`src/rtl/transfer_handler_if.sv`:
```
// Bundle of the AHB-side request signals and the generated beat outputs.
// The master side (bus/testbench) drives the request and observes the beats.
// The slave side is the transfer_handler.
interface transfer_handler_if #(
    parameter int ADDR_W = 32,
    parameter int DATA_W = 32
);
    logic [ADDR_W-1:0] addr;
    logic              hwrite;
    logic [DATA_W-1:0] hrdata;
    logic              hready;
    logic [DATA_W-1:0] hwdata;
    logic [2:0]        hburst;
    logic [1:0]        htrans;
    logic [ADDR_W-1:0] read_addr;
    logic [1:0]        trans_out;

    modport master (
        output addr, hwrite, hrdata, hready, hwdata, hburst, htrans,
        input  read_addr, trans_out
    );

    modport slave (
        input  addr, hwrite, hrdata, hready, hwdata, hburst, htrans,
        output read_addr, trans_out
    );
endinterface

```
`src/rtl/transfer_handler.sv`:
```
// Turns one accepted NONSEQ read request into a sequence of read beats
// (address plus NONSEQ/SEQ transfer type), following the AHB burst type.
// Incrementing bursts step by 4 modulo 2^ADDR_W, wrapping bursts wrap
// inside a 4*len byte window. Outputs are fully registered.
module transfer_handler #(
    parameter int ADDR_W = 32,
    parameter int DATA_W = 32
) (
    input  logic                clk,
    input  logic                rstn,
    transfer_handler_if.slave   bus
);
    localparam logic [1:0] HT_IDLE   = 2'b00;
    localparam logic [1:0] HT_NONSEQ = 2'b10;
    localparam logic [1:0] HT_SEQ    = 2'b11;

    typedef enum logic {
        S_IDLE  = 1'b0,
        S_BURST = 1'b1
    } state_t;

    state_t            state_q;
    logic [ADDR_W-1:0] read_addr_q;
    logic [1:0]        trans_q;
    logic [2:0]        burst_q;
    // Beats still to be emitted after the one currently on the outputs.
    logic [4:0]        beats_left_q;

    logic              accept_d;
    logic [ADDR_W-1:0] start_addr_d;
    logic [4:0]        first_left_d;
    logic [ADDR_W-1:0] step_addr_d;
    logic [ADDR_W-1:0] wrap_mask_d;
    logic              is_wrap_d;
    logic [ADDR_W-1:0] next_addr_d;

    // Read and write data pass straight through the fabric; this block
    // only generates addresses, so the data buses are deliberately sunk.
    logic [DATA_W-1:0] unused_data;
    assign unused_data = bus.hrdata ^ bus.hwdata;

    // Number of beats for each burst encoding (plain INCR is fixed at 4).
    function automatic logic [4:0] burst_len(input logic [2:0] b);
        logic [4:0] len;
        case (b)
            3'b000:                 len = 5'd1;
            3'b001, 3'b010, 3'b011: len = 5'd4;
            3'b100, 3'b101:         len = 5'd8;
            default:                len = 5'd16;
        endcase
        return len;
    endfunction

    // Request decode and next-beat address arithmetic.
    always_comb begin
        accept_d     = (bus.htrans == HT_NONSEQ) && !bus.hwrite;
        start_addr_d = {bus.addr[ADDR_W-1:2], 2'b00};
        first_left_d = burst_len(bus.hburst) - 5'd1;
        step_addr_d  = read_addr_q + ADDR_W'(4);
        wrap_mask_d  = (ADDR_W'(burst_len(burst_q)) << 2) - ADDR_W'(1);
        // WRAP4/8/16 are the even, non-SINGLE encodings.
        is_wrap_d    = (burst_q[0] == 1'b0) && (burst_q != 3'b000);
        if (is_wrap_d) begin
            next_addr_d = (read_addr_q & ~wrap_mask_d) | (step_addr_d & wrap_mask_d);
        end else begin
            next_addr_d = step_addr_d;
        end
    end

    // Burst FSM with registered beat outputs.
    always_ff @(posedge clk or negedge rstn) begin
        if (!rstn) begin
            state_q      <= S_IDLE;
            read_addr_q  <= '0;
            trans_q      <= HT_IDLE;
            burst_q      <= 3'b000;
            beats_left_q <= 5'd0;
        end else begin
            case (state_q)
                S_IDLE: begin
                    if (accept_d) begin
                        state_q      <= S_BURST;
                        read_addr_q  <= start_addr_d;
                        trans_q      <= HT_NONSEQ;
                        burst_q      <= bus.hburst;
                        beats_left_q <= first_left_d;
                    end
                end
                S_BURST: begin
                    // htrans/addr are not looked at mid-burst except on the
                    // edge that completes the last beat (back-to-back start).
                    if (bus.hready) begin
                        if (beats_left_q == 5'd0) begin
                            if (accept_d) begin
                                state_q      <= S_BURST;
                                read_addr_q  <= start_addr_d;
                                trans_q      <= HT_NONSEQ;
                                burst_q      <= bus.hburst;
                                beats_left_q <= first_left_d;
                            end else begin
                                state_q      <= S_IDLE;
                                read_addr_q  <= '0;
                                trans_q      <= HT_IDLE;
                            end
                        end else begin
                            read_addr_q  <= next_addr_d;
                            trans_q      <= HT_SEQ;
                            beats_left_q <= beats_left_q - 5'd1;
                        end
                    end
                end
                default: begin
                    state_q     <= S_IDLE;
                    read_addr_q <= '0;
                    trans_q     <= HT_IDLE;
                end
            endcase
        end
    end

    assign bus.read_addr = read_addr_q;
    assign bus.trans_out = trans_q;

endmodule

```
`src/flat_wrapper.sv`:
```
// flat-port wrapper written by rule: the top's interface ports become plain ports
module transfer_handler_flat 
#(
    parameter int ADDR_W = 32,
    parameter int DATA_W = 32
)
  (clk, rstn, bus_addr, bus_hwrite, bus_hrdata, bus_hready, bus_hwdata, bus_hburst, bus_htrans, bus_read_addr, bus_trans_out);
  transfer_handler_if #(.ADDR_W(ADDR_W), .DATA_W(DATA_W)) bus_i ();
  input  logic clk;
  input  logic rstn;
  input wire logic [$bits(bus_i.addr)-1:0] bus_addr;
  input wire logic [$bits(bus_i.hwrite)-1:0] bus_hwrite;
  input wire logic [$bits(bus_i.hrdata)-1:0] bus_hrdata;
  input wire logic [$bits(bus_i.hready)-1:0] bus_hready;
  input wire logic [$bits(bus_i.hwdata)-1:0] bus_hwdata;
  input wire logic [$bits(bus_i.hburst)-1:0] bus_hburst;
  input wire logic [$bits(bus_i.htrans)-1:0] bus_htrans;
  output wire logic [$bits(bus_i.read_addr)-1:0] bus_read_addr;
  output wire logic [$bits(bus_i.trans_out)-1:0] bus_trans_out;
  assign bus_i.addr = bus_addr;
  assign bus_i.hwrite = bus_hwrite;
  assign bus_i.hrdata = bus_hrdata;
  assign bus_i.hready = bus_hready;
  assign bus_i.hwdata = bus_hwdata;
  assign bus_i.hburst = bus_hburst;
  assign bus_i.htrans = bus_htrans;
  assign bus_read_addr = bus_i.read_addr;
  assign bus_trans_out = bus_i.trans_out;
  transfer_handler #(.ADDR_W(ADDR_W), .DATA_W(DATA_W)) u_core (.clk(clk), .rstn(rstn), .bus(bus_i));
endmodule
```
`config.mk`:
```
export PLATFORM = sky130hd
export DESIGN_NAME = transfer_handler_flat
export DESIGN_NICKNAME = d
export VERILOG_FILES = /design/src/rtl/transfer_handler_if.sv /design/src/rtl/transfer_handler.sv /design/src/flat_wrapper.sv
export SDC_FILE = /design/constraint.sdc
export NUM_CORES = 1
export LEC_CHECK = 0
export ABC_AREA = 1
export BUFFER_PORTS_ARGS = -buffer_cell sky130_fd_sc_hd__buf_2
export CAP_MARGIN = 20
export CELL_PAD_IN_SITES_DETAIL_PLACEMENT = 0
export CELL_PAD_IN_SITES_GLOBAL_PLACEMENT = 1
export CORE_ASPECT_RATIO = 1.25
export CORE_MARGIN = 2
export CORE_UTILIZATION = 34
export DETAILED_ROUTE_END_ITERATION = 10
export GPL_TIMING_DRIVEN = 0
export PLACE_DENSITY_LB_ADDON = 0.1
export SETUP_SLACK_MARGIN = 0.2
export SYNTH_ARGS = -nofsm -noshare
export SYNTH_HDL_FRONTEND = slang
export SYNTH_SLANG_ARGS = --single-unit
```
`constraint.sdc`:
```
create_clock -name clk -period 2.8 [get_ports clk]
set_input_delay 0.84 -clock clk [delete_from_list [all_inputs] [get_ports clk]]
set_output_delay 0.84 -clock clk [all_outputs]
set_load 0.005 [all_outputs]
```
==> results by group <==
Worst setup path
  • Crit end category: flip-flop
  • R2r endpoint: u_core.bus.read_addr[11]$_DFFE_PN0P_
  • Worst EP arrival: 2160 ps
  • R2R Path Start: u_core.beats_left_q[0]$_DFFE_PN0N_
  • Critical path data required time: 2990 ps
  • Critical path peak fanout: 9
  • R2R depth: 10
  • Critical path class: input port to flip-flop
  • R2R Setup Slk: 860 ps
  • Critical Path Source Type: input port

Synth
  • Largest cells by area after synthesis: dfrtp_1 (35%), nand2_1 (13%), a21oi_1 (8.4%), nor2_1 (7.8%), nand3_1 (6.2%)
  • Synth async-reset ratio: 1.000
  • Count leader, synth: nand2_1
  • Syn Std Cell Area: 2973 µm²
  • Sequential area share after synthesis: 0.3451
  • Yosys reg bits: 41
  • Synth Flop Type: dfrtp_1
  • Yosys top cell area share: 0.3451
  • Ys Warns: 0
  • Synth cell count leaders: nand2_1 (101), nor2_1 (62), a21oi_1 (50)
  • EDFF count, synth: 0
  • Yosys top cell by area: dfrtp_1
  • Post-synth cell types: 34
  • Avg Cell Area, Syn: 6.651 µm²
  • Mapped Cells: 447

Floorplanning
  • Core ar.: 8606 µm²
  • Row cnt: 38
  • IO Count: 139
  • Die Wd: 87.64 µm
  • Die H: 108.5 µm
  • Initial cell density of the core: 0.3454
  • Die area: 9512 µm²

Power
  • PwrDens: 1111 nW/µm²
  • Pleak: 1.819 nW
  • VDD IR max: 0.4405 mV
  • Total design power: 4.022 mW

STA
  • FMAX: 506.5 MHz
  • RSZ-0062 raised after global routing: no
  • Slew Viols, Final: 0
  • Count of final hold-check violations: 0
  • Final setup margin: 825.8 ps
  • Final TNS setup: 0 ps
  • Clock Skew: 11.37 ps
  • Hold slack final: 492.9 ps
  • Minimum period implied by the final worst setup slack: 1974 ps
  • Tcrit/Tclk final: 0.7051
  • Final Setup Violations: 0
  • Worst slew margin: 0.6298
  • Worst Tran Pin Value: 555.2 ps

Global route
  • Total GRT Usage: 0.2033
  • Vias in the first global route: 2,959
  • GRT overflow: 0
  • First-pass GRT wire length: 14.92 mm
  • Largest net degree at the start of global routing: 42
  • Initial antenna violation count: 0

Placed design
  • Post-DP Area: 3477 µm²
  • I/O Buffers: 70
  • Post-DP HPWL: 7.069 mm
  • Final Wtd Congestion: 0.8914
  • Placed insts: 638
  • Post-Place Worst Slack: 509.7 ps

Cells and area
  • Fin cells: 647
  • Area Growth Syn to Fin: 21.80%
  • Final instance area: 3621 µm²
  • Post-layout util: 0.4208
  • Diode count: 0
  • Layout cells sized above 1: 0.2201
  • Fin nets: 634

Clock network
  • Clock sinks: 41
  • CTS Buf Count: 5
  • Clock Latency Late Sink: 300 ps
  • CTS Root Cell: clkbuf_8
  • Post-CTS sizing: 0
  • CTS tree: yes
  • CTS Hold Buffers Added: 0
  • Post-CTS setup buffer count: 0
  • H-tree Lvls: 2
  • Clock Path Buffers: 2
  • Clock transition at the registers of the reported paths: 90 ps

Status
  • Status: finished clean

Detailed routing
  • Drt initial violations: 176
  • Vias: 3,108
  • Pre-antenna DRT Iters: 4
  • DR DRC count: 0
  • DR WL/cell: 14.43 µm
  • WL final: 9.335 mm
  • Vias per cell: 4.804
  • ANT nets after route: 0

Min path
  • Hold Path End: u_core.bus.trans_out[0]$_DFFE_PN0P_
  • HP Class: flip-flop to flip-flop
  • Worst Hold Path Cells: 1
  • Min-delay src: u_core.bus.trans_out[0]$_DFFE_PN0P_

Job
  • Maxcap violations: 0
## state kept, by name, summed over array words and instances, names as in the netlist
name / count
u_core.beats_left_q: 5
u_core.state_q: 1
u_core.bus.read_addr: 30
u_core.bus.trans_out: 2
u_core.burst_q: 3
## area by class of cell
class	count	area, µm²
inverters	50	187.7
flip-flops and latches	41	1026
fillers	957	4985
well taps	120	150.1
clock buffers	7	86.33
clock inverters	1	30.03
repair buffers	71	377.9
multi-input cells	344	1680
plain buffers	13	82.58
## worst max-delay path, cell delays in order
cell      delay [ps]
buf_2            100
inv_1             40
nor2_1            40
nand2_2          180
nor2_2           110
nor2_1           440
o21ai_0          220
o211ai_1         130
nand2_1           70
## power breakdown
| part | total (mW) | internal [mW] | switching, mW |
|---|---|---|---|
| Combinational | 2.28 | 0.873 | 1.41 |
| Sequential | 1.22 | 0.868 | 0.348 |
| Clock | 0.521 | 0.291 | 0.230 |
| Total | 4.02 | 2.03 | 1.99 |
## cells by family (layout without fill, tap and decap cells)
kind of cell / count (synthesis) / in the layout / share of synthesized area
flops: 41 / 41 / 0.3451
other cells: 1 / 2 / 0.001261
mux: 1 / 1 / 0.003788
fa+ha+maj: 3 / 3 / 0.01263
simple gates: 235 / 235 / 0.3523
compound gates: 96 / 96 / 0.1734
buf+inv: 63 / 142 / 0.09091
xor+xnor: 7 / 7 / 0.02062
## layer usage
metal,global-route usage,share of wire,vias up
met5,0,0,-
met4,0.06044,0.018,0
met3,0.02901,0.049,12
met2,0.3517,0.49,79
met1,0.2599,0.45,1382
li1,-,-,1635
## cell usage in the layout, fill, tap and decap left out, drive strengths merged, types with 4 or more instances in the layout
master	count
o22ai	6
buf	84
a21oi	51
inv	50
a22oi	4
clkbuf	7
nand2	107
nand3	39
xor2	4
nor3	5
nand4	10
nor2	69
o21ai	29
dfrtp	41
## how the worst max path moves through the flow
stage                                      endpoint  cells after the start  slack [ps]                                from
2_1_floorplan   u_core.bus.trans_out[0]$_DFFE_PN0P_                      6         940                       bus_htrans[1]
3_3_place_gp   u_core.bus.read_addr[11]$_DFFE_PN0P_                     10         520                       bus_htrans[0]
3_5_place_dp   u_core.bus.read_addr[11]$_DFFE_PN0P_                     10         510                       bus_htrans[0]
4_1_cts        u_core.bus.read_addr[11]$_DFFE_PN0P_                     10         810  u_core.beats_left_q[0]$_DFFE_PN0N_
5_1_grt        u_core.bus.read_addr[11]$_DFFE_PN0P_                     10         650  u_core.beats_left_q[0]$_DFFE_PN0N_
6_report        u_core.bus.read_addr[8]$_DFFE_PN0P_                      9         830                       bus_htrans[1]
Power figures use the tool's default switching activity.
